--- src/rtl/mem_defs.sv ---
// Shared funct3 codes, FSM state encoding and access-legality rule for the
// femtoRV32 data-memory access unit.
package mem_defs;

  localparam logic [2:0] F3_B  = 3'b000;
  localparam logic [2:0] F3_H  = 3'b001;
  localparam logic [2:0] F3_W  = 3'b010;
  localparam logic [2:0] F3_BU = 3'b100;
  localparam logic [2:0] F3_HU = 3'b101;

  typedef enum logic [1:0] {
    IDLE = 2'd0,
    RD   = 2'd1,
    WR   = 2'd2,
    DONE = 2'd3
  } state_t;

  // Size/signedness legality plus natural alignment for one access.
  function automatic logic access_legal(input logic       is_store,
                                        input logic [2:0] f3,
                                        input logic [1:0] off);
    case (f3)
      F3_B:    return 1'b1;
      F3_H:    return ~off[0];
      F3_W:    return (off == 2'b00);
      F3_BU:   return ~is_store;
      F3_HU:   return ~is_store & ~off[0];
      default: return 1'b0;
    endcase
  endfunction

endpackage

--- src/rtl/lane_align.sv ---
// Little-endian lane handling: load extract/extend and sub-word store merge
// into a full memory word.
module lane_align
  import mem_defs::*;
(
  input  logic [31:0] word_i,
  input  logic [31:0] wdata_i,
  input  logic [1:0]  off_i,
  input  logic [2:0]  f3_i,
  output logic [31:0] load_o,
  output logic [31:0] merge_o
);

  logic [7:0]  byte_sel;
  logic [15:0] half_sel;

  // NOTE: every output gets a default before the case so no latch is inferred.
  always_comb begin
    byte_sel = word_i[{off_i, 3'b000} +: 8];
    half_sel = word_i[{off_i[1], 4'b0000} +: 16];
    load_o   = word_i;
    case (f3_i)
      F3_B:    load_o = {{24{byte_sel[7]}}, byte_sel};
      F3_BU:   load_o = {24'h0, byte_sel};
      F3_H:    load_o = {{16{half_sel[15]}}, half_sel};
      F3_HU:   load_o = {16'h0, half_sel};
      default: load_o = word_i;
    endcase

    merge_o = word_i;
    if (f3_i == F3_B) begin
      merge_o[{off_i, 3'b000} +: 8] = wdata_i[7:0];
    end else if (f3_i == F3_H) begin
      merge_o[{off_i[1], 4'b0000} +: 16] = wdata_i[15:0];
    end else begin
      merge_o = wdata_i;
    end
  end

endmodule

--- src/rtl/mem_access_unit.sv ---
// Data-memory access FSM: accepts a load/store, drives a handshaked word
// memory (read-modify-write for SB/SH) and stalls the core until done.
module mem_access_unit
  import mem_defs::*;
#(
  parameter int MEM_AW = 10
) (
  input  logic              clk,
  input  logic              rst,
  input  logic              mem_read_i,
  input  logic              mem_write_i,
  input  logic [2:0]        funct3_i,
  input  logic [31:0]       addr_i,
  input  logic [31:0]       wdata_i,
  output logic [31:0]       rdata_o,
  output logic              stall_o,
  output logic              misalign_o,
  output logic              m_req_o,
  output logic              m_we_o,
  output logic [MEM_AW-1:0] m_addr_o,
  output logic [31:0]       m_wdata_o,
  input  logic [31:0]       m_rdata_i,
  input  logic              m_ack_i
);

  state_t            state_q, state_d;
  logic [2:0]        f3_q, f3_d;
  logic [1:0]        off_q, off_d;
  logic              store_q, store_d;
  logic [31:0]       wdata_q, wdata_d;
  logic              m_req_q, m_req_d;
  logic              m_we_q, m_we_d;
  logic [MEM_AW-1:0] m_addr_q, m_addr_d;
  logic [31:0]       m_wdata_q, m_wdata_d;
  logic [31:0]       rdata_q, rdata_d;

  logic        legal;
  logic        accept;
  logic [31:0] load_word;
  logic [31:0] merge_word;
  logic        unused_addr_hi;

  assign unused_addr_hi = ^addr_i[31:MEM_AW+2];

  assign legal  = (mem_read_i ^ mem_write_i) &
                  access_legal(mem_write_i, funct3_i, addr_i[1:0]);
  assign accept = (state_q == IDLE) & legal;

  assign misalign_o = ~rst & (state_q == IDLE) & (mem_read_i | mem_write_i) & ~legal;
  assign stall_o    = ~rst & (accept | (state_q == RD) | (state_q == WR));

  lane_align u_lane_align (
    .word_i  (m_rdata_i),
    .wdata_i (wdata_q),
    .off_i   (off_q),
    .f3_i    (f3_q),
    .load_o  (load_word),
    .merge_o (merge_word)
  );

  always_comb begin
    state_d   = state_q;
    f3_d      = f3_q;
    off_d     = off_q;
    store_d   = store_q;
    wdata_d   = wdata_q;
    m_req_d   = m_req_q;
    m_we_d    = m_we_q;
    m_addr_d  = m_addr_q;
    m_wdata_d = m_wdata_q;
    rdata_d   = rdata_q;
    case (state_q)
      IDLE: begin
        if (legal) begin
          f3_d     = funct3_i;
          off_d    = addr_i[1:0];
          store_d  = mem_write_i;
          wdata_d  = wdata_i;
          m_addr_d = addr_i[MEM_AW+1:2];
          m_req_d  = 1'b1;
          if (mem_write_i && funct3_i == F3_W) begin
            state_d   = WR;
            m_we_d    = 1'b1;
            m_wdata_d = wdata_i;
          end else begin
            state_d = RD;
            m_we_d  = 1'b0;
          end
        end
      end
      RD: begin
        if (m_ack_i) begin
          if (store_q) begin
            // Sub-word store: the read word comes back merged as the write word.
            state_d   = WR;
            m_we_d    = 1'b1;
            m_wdata_d = merge_word;
          end else begin
            state_d = DONE;
            m_req_d = 1'b0;
            rdata_d = load_word;
          end
        end
      end
      WR: begin
        if (m_ack_i) begin
          state_d = DONE;
          m_req_d = 1'b0;
          m_we_d  = 1'b0;
        end
      end
      default: state_d = IDLE;
    endcase
  end

  // NOTE: sequential state uses non-blocking assignments only.
  always_ff @(posedge clk) begin
    if (rst) begin
      state_q   <= IDLE;
      f3_q      <= 3'b000;
      off_q     <= 2'b00;
      store_q   <= 1'b0;
      wdata_q   <= 32'h0;
      m_req_q   <= 1'b0;
      m_we_q    <= 1'b0;
      m_addr_q  <= '0;
      m_wdata_q <= 32'h0;
      rdata_q   <= 32'h0;
    end else begin
      state_q   <= state_d;
      f3_q      <= f3_d;
      off_q     <= off_d;
      store_q   <= store_d;
      wdata_q   <= wdata_d;
      m_req_q   <= m_req_d;
      m_we_q    <= m_we_d;
      m_addr_q  <= m_addr_d;
      m_wdata_q <= m_wdata_d;
      rdata_q   <= rdata_d;
    end
  end

  assign m_req_o   = m_req_q;
  assign m_we_o    = m_we_q;
  assign m_addr_o  = m_addr_q;
  assign m_wdata_o = m_wdata_q;
  assign rdata_o   = rdata_q;

endmodule

--- config.mk ---
export PLATFORM = sky130hd
export DESIGN_NAME = mem_access_unit
export DESIGN_NICKNAME = d
export VERILOG_FILES = /design/src/rtl/mem_defs.sv /design/src/rtl/lane_align.sv /design/src/rtl/mem_access_unit.sv
export SDC_FILE = /design/constraint.sdc
export NUM_CORES = 1
export LEC_CHECK = 0
export ABC_AREA = 1
export BUFFER_PORTS_ARGS = -buffer_cell sky130_fd_sc_hd__buf_2
export CAP_MARGIN = 40
export CORE_UTILIZATION = 49
export DETAILED_ROUTE_END_ITERATION = 8
export GPL_TIMING_DRIVEN = 0
export HOLD_SLACK_MARGIN = 0.15
export PLACE_DENSITY = 0.78
export SLEW_MARGIN = 20
export SYNTH_ARGS = -nofsm -noshare
export SYNTH_HDL_FRONTEND = slang
export SYNTH_SLANG_ARGS = --single-unit
--- constraint.sdc ---
create_clock -name clk -period 2 [get_ports clk]
set_input_delay 0.1 -clock clk [delete_from_list [all_inputs] [get_ports clk]]
set_output_delay 0.1 -clock clk [all_outputs]
set_load 0.02 [all_outputs]
# Word level (Yosys, flattened, before mapping)
# Cells that the tools add are included.
# W data, S select, Z words.
op_classes:
  addsub: 2
  eq_ne: 15
  shift: 6
  muxes: 27
  bitwise_logic: 16
  n_reduce_logical: 13
ops:
  columns: ["cell", "n"]
  rows:
  - ["$mux W32", 6]
  - ["$pmux W32 S4", 1]
  - ["$bwmux W32", 2]
  - ["$pmux W32 S2", 1]
  - ["$shift A16 B7 Y32 const A", 1]
  - ["$shift A8 B7 Y32 const A", 1]
  - ["$shiftx A16 B7 Y32", 1]
  - ["$shiftx A32 B6 Y16", 1]
  - ["$shiftx A32 B6 Y8", 1]
  - ["$shiftx A8 B7 Y32", 1]
  - ["$reduce_and A5 Y1", 3]
  - ["$neg A5 Y7", 2]
  - ["$eq A3 B3 Y1 const B", 4]
  - ["$ne A2 B2 Y1 const B", 5]
  - ["$mux W1", 9]
  - ["$mux W2", 4]
  - ["$and A1 B1 Y1", 7]
  - ["$eq A3 B1 Y1 const B", 2]
  - ["$logic_not A3 Y1", 2]
  - ["$pmux W1 S3", 2]
  - ["$pmux W2 S3", 1]
  - ["$reduce_and A3 Y1", 2]
  - ["$not A1 Y1", 5]
  - ["$pmux W1 S5", 1]
  - ["11 further kinds", 14]
word_totals:
  ff_bits: 116
  in_bits: 104
  wordCells: 89

# Longest topological paths before layout
logic_depth:
  depth_word: 8
  ltp_mapped: 13
  mapped_depth_nobuf: 11

# Modules after synthesis
# A second synthesis with hierarchy kept.
hier_totals:
  cells_unflattened: 1315
  area_unflattened_um2: 7487.2
modules_own_cells:
  columns: ["module", "instances", "cells_each", "area_each_um2", "seq_area_each_um2"]
  rows:
  - ["mem_access_unit", 1, 663, 4817.1, 2322.2]
  - ["lane_align", 1, 652, 2670.1, 0.0]

# Worst setup path before layout
# OpenSTA, ideal clock, no wires.
synth_path:
  kind: "register to register"
  startpoint: "reg off_q[0]"
  endpoint: "reg m_wdata_q[24], in the netlist m_wdata_o[24]"
  setup_time_ps: 114
  arrival_time_ps: 1830
  t_required_ps: 1886
  path_slack_ps: 57
  path_stages_with_launch: 14
  path_buffers: 2
  cell_sequence: "dfxtp_1 -> inv_2 -> clkbuf_1 -> ha_1 -> clkbuf_1 -> inv_1 -> nand2_1 -> nor2_1 -> nand2_1 -> nand2_1 -> nand2_1 -> nand2_1 -> a21oi_1 -> nor2_1"
synth_between:
  elab_chain_cells: 7
synth_lines:
  columns: ["element", "line_no", "text"]
  rows:
  - ["start, declared", "mem_access_unit.sv:28", "logic [1:0] off_q, off_d;"]
  - ["start signal, assigned", "mem_access_unit.sv:121", "off_q <= 2'b00;"]
  - ["start signal, assigned", "mem_access_unit.sv:132", "off_q <= off_d;"]
  - ["$neg A5 Y7 *", "lane_align.sv:32", "merge_o[{off_i, 3'b000} +: 8] = wdata_i[7:0];"]
  - ["$shiftx A8 B7 Y32 or $shift A8 B7 Y32 (tied branches)", "lane_align.sv:32", null]
  - ["$bwmux W32 *", "lane_align.sv:32", null]
  - ["$mux W32 *", "lane_align.sv:31", "if (f3_i == F3_B) begin"]
  - ["$mux W32 *", "mem_access_unit.sv:93", "if (store_q) begin"]
  - ["$mux W32 *", "mem_access_unit.sv:92", "if (m_ack_i) begin"]
  - ["$pmux W32 S2 *", "mem_access_unit.sv:72", "case (state_q)"]
  - ["end signal, assigned", "mem_access_unit.sv:138", "m_wdata_q <= m_wdata_d;"]
  - ["end, declared", "mem_access_unit.sv:34", "logic [31:0] m_wdata_q, m_wdata_d;"]
# Every way passes the cells marked *; elsewhere a longest branch is shown, timed or not. The select of a mux whose other input is x is not followed.
# A chain may end at the register's enable or synchronous reset.

# Worst setup path after layout
layout_path:
  startpoint: "reg state_q[1]"
  endpoint: "reg m_wdata_q[22], in the netlist m_wdata_o[22]"
layout_between:
  elab_chain_cells: 3
layout_lines:
  columns: ["element", "line_no", "text"]
  rows:
  - ["start, declared", "mem_access_unit.sv:26", "state_t state_q, state_d;"]
  - ["start signal, assigned", "mem_access_unit.sv:130", "state_q <= state_d;"]
  - ["$eq A2 B1 Y1 or $logic_not A2 Y1 (tied branches)", "mem_access_unit.sv:72", null]
  - ["$ne A2 B2 Y1 (no line) (tied with other cells)", null, null]
  - ["$reduce_and A5 Y1 (no line)", null, null]
# Parallel ways exist; a longest one is shown, timed or not.

==> metrics.yaml <==
status: "finished clean"
drtPass1Iterations: 5
seq_area_frac_synth: 0.325
syn_inst: 1174
postPlaceCellArea_mm2: 0.00819
cts_root_buf: "clkbuf_16"
cts_tree: "done"
ant_nets: 0
post-place-cells: 1515
syn_area_mm2: 0.00716
gr-total-overflow: 0
drv_slew: 0
yosysWarnings: 0
power_density_mw_per_mm2: 1190
ir_worst_vdd_v: 0.000841
cts.sinks: 116
synth_xor_area_frac: 0
drive_gt1_frac: 0.203
cp-start-kind: "register"
die_area_mm2: 0.0151
synth.ff_latch_count: 116
instances_no_fill: 1612
min_path_cells: 7
antenna_found_initial: 0
vias: 8861
synth_largest_area_cell: "dfxtp_1"
fmax_ghz: 0.519
critPathSlowestCell: "dfxtp_2"
period_needed_ps: 1930
routedWlPerCell_um: 17.7
synth_top_family_by_area: "simple AND/OR/NAND/NOR gates"
viasPerCell: 5.50
synth.area.top_cells: "dfxtp_1 32%, nand2_1 16%, o21ai_0 9.4%"
ioPinCount: 182
required_ps: 2320
synth_top_cell_area_share: 0.325
core_mm2: 0.0140
wirelength_um: 28600
grt_pass1_vias: 8242
die_w_um: 123
num-nets-final: 1533
numCtsBuffers: 17
finalWeightedCongestion: 1.02
synth-simple-area-share: 0.302
end_kind: "register"
path_class: "register to register"
p_leak_uw: 0.00463
grt_usage: 0.389
rows: 43
slew_headroom: 0.558
start_util: 0.510
crit_path_max_incr_delay_ps: 350
synth_cell_types: 30
hold_violations: 0
portBuffers: 161
finalSetupViolCount: 0
fin_crit_sh: 0.963
synth_fa_ha_area_frac: 0.0175
htree_levels: 4
clk_pin_slew_worst_paths_ps: 60
area_delta_synth_final_pct: 33.8
diodes: 0
maxCapViolCount: 0
skew_ps: 13.3
dieHeight_um: 123
worstPathMaxFanout: 10
drt_iter0_drc: 1011
synth_compound_area_frac: 0.231
clock_path_buffers: 2
remaining_drc_errors: 0
avgSynthCellArea_um2: 6.10
worstMarginPinSlew_ps: 663
hpwl_um: 20800
hp-class: "primary input to register"
fin_area_mm2: 0.00957
grt_pass1_wl_um: 43700
rr_worst_depth: 10
worstSkewPairLatency_ps: 430
grt_max_degree: 17
worstPathArrival_ps: 2250
synth_mux_area_frac: 0
worstPathCellList: "inv_1, ha_2, inv_4, nand2_1, a22oi_4, nand2_2, buf_6, buf_4, a21oi_1, nor2_1"
syn_nets: 1288
sequential cells by signal (all words and copies together) (netlist names):
register	cells
m_req_o	1
off_q	2
m_wdata_o	32
wdata_q	32
m_addr_o	10
state_q	2
f3_q	3
m_we_o	1
rdata_o	32
store_q	1
routing by layer:
layer | wire length, um | vias to the layer above | global-route usage | part of all wire
met5 | 0 | - | 0 | 0
met3 | 2720 | 90 | 0.0864 | 0.095
met1 | 11800 | 3997 | 0.498 | 0.41
met2 | 12900 | 526 | 0.613 | 0.45
li1 | - | 4248 | - | -
met4 | 1190 | 0 | 0.194 | 0.041
worst max-delay path, delay by kind of cell (launching register included):
family          cells  cell delay, ps
buf+inv             4             560
compound gates      2             430
flops               1             350
simple gates        3             280
fa+ha+maj           1             210
Yosys cell counts:
cell,instances
inv_1,138
nor2_4,1
or2_1,2
o21a_1,7
nor2_2,3
nor2_1,141
nor3_1,1
buf_6,3
buf_4,3
dfxtp_1,116
a31oi_1,2
nand2_1,306
ha_1,10
o21ai_0,134
nand3_1,37
buf_2,32
nand4_1,17
or2_2,14
clkbuf_1,34
nand3_4,1
nand3b_1,1
o21ai_1,13
a22oi_4,1
a21oi_1,98
nand3_2,1
buf_1,2
o211ai_1,29
nand2_2,3
inv_2,8
o21bai_1,16
report_power, final:
group / switching [uW] / internal (uW) / total (uW)
logic: 3360 / 1710 / 5070
clock network: 1230 / 1890 / 3110
registers: 330 / 2890 / 3220
total: 4910 / 6490 / 11400
what timing repair did:
action,in CTS,in global routing
endpoints found under the hold margin,96,0
hold buffers,65,0
pin swaps,1,4
setup buffers,1,1
resized for setup,24,29
setup endpoints to repair,69,76
final timing paths:
kind                   endpoint          start  slack (ps)
setup / recovery  m_wdata_o[22]     state_q[1]          70
hold / removal    m_wdata_o[27]  m_rdata_i[27]         160
setup reg to reg  m_wdata_o[22]     state_q[1]          70
hold reg to reg     wdata_q[22]    wdata_q[22]         450
through the flow:
stage | TNS (ps) | setup slack [ps] | util | hold slack, ps | power [uW]
after floorplan | 0 | 56.5 | - | 169 | 6410
after global placement | -16730 | -591 | 0.583 | 319 | 7860
after detailed placement | -16590 | -569 | 0.583 | 315 | 7910
after CTS | -43.3 | -18.9 | 0.677 | 153 | 11200
after global routing | -19.8 | -16.5 | 0.682 | 178 | 12100
final | 0 | 73.4 | 0.682 | 155 | 11400
kinds of logic (layout without fill, tap and decap cells):
| kind of cell | count (synthesis) | after routing |
|---|---|---|
| AND/OR/NAND/NOR | 528 | 528 |
| AO/OA/AOI/OAI | 300 | 300 |
| buffers and inverters | 220 | 478 |
| flip-flops | 116 | 116 |
| adder cells (fa/ha/maj) | 10 | 10 |
final cells by class:
cell class                 count  area [um^2]
buffer                        72          392
clock buffer                  19          443
clock inverter                13          150
fill                        1273         4470
inverter                     146          551
multi-input combinational    838         4010
sequential                   116         2330
tap                          180          225
timing repair buffer         228         1480
layout by cell type, fill, tap and decap left out, types with 2 or more instances in the layout:
cell type and n:
nand4_1 17, buf_6 7, a21oi_1 95, o21ai_0 134
clkbuf_2 4, ha_1 6, clkbuf_1 27, nand3_1 36
ha_2 3, or2_2 14, a31oi_1 2, nor2_4 2
inv_6 3, o21bai_1 16, nor2_1 135, dlygate4sd3_1 65
inv_2 10, dfxtp_1 114, clkinv_4 4, nand2_2 3
clkinv_2 2, o211ai_1 29, clkbuf_16 17, inv_1 135
o21ai_1 13, or2_1 2, nor2_2 8, nand3_4 2
buf_1 2, a21oi_2 3, o21a_1 7, buf_2 186
buf_4 9, bufinv_16 2, nand2_1 305
Power figures use the tool's default switching activity.
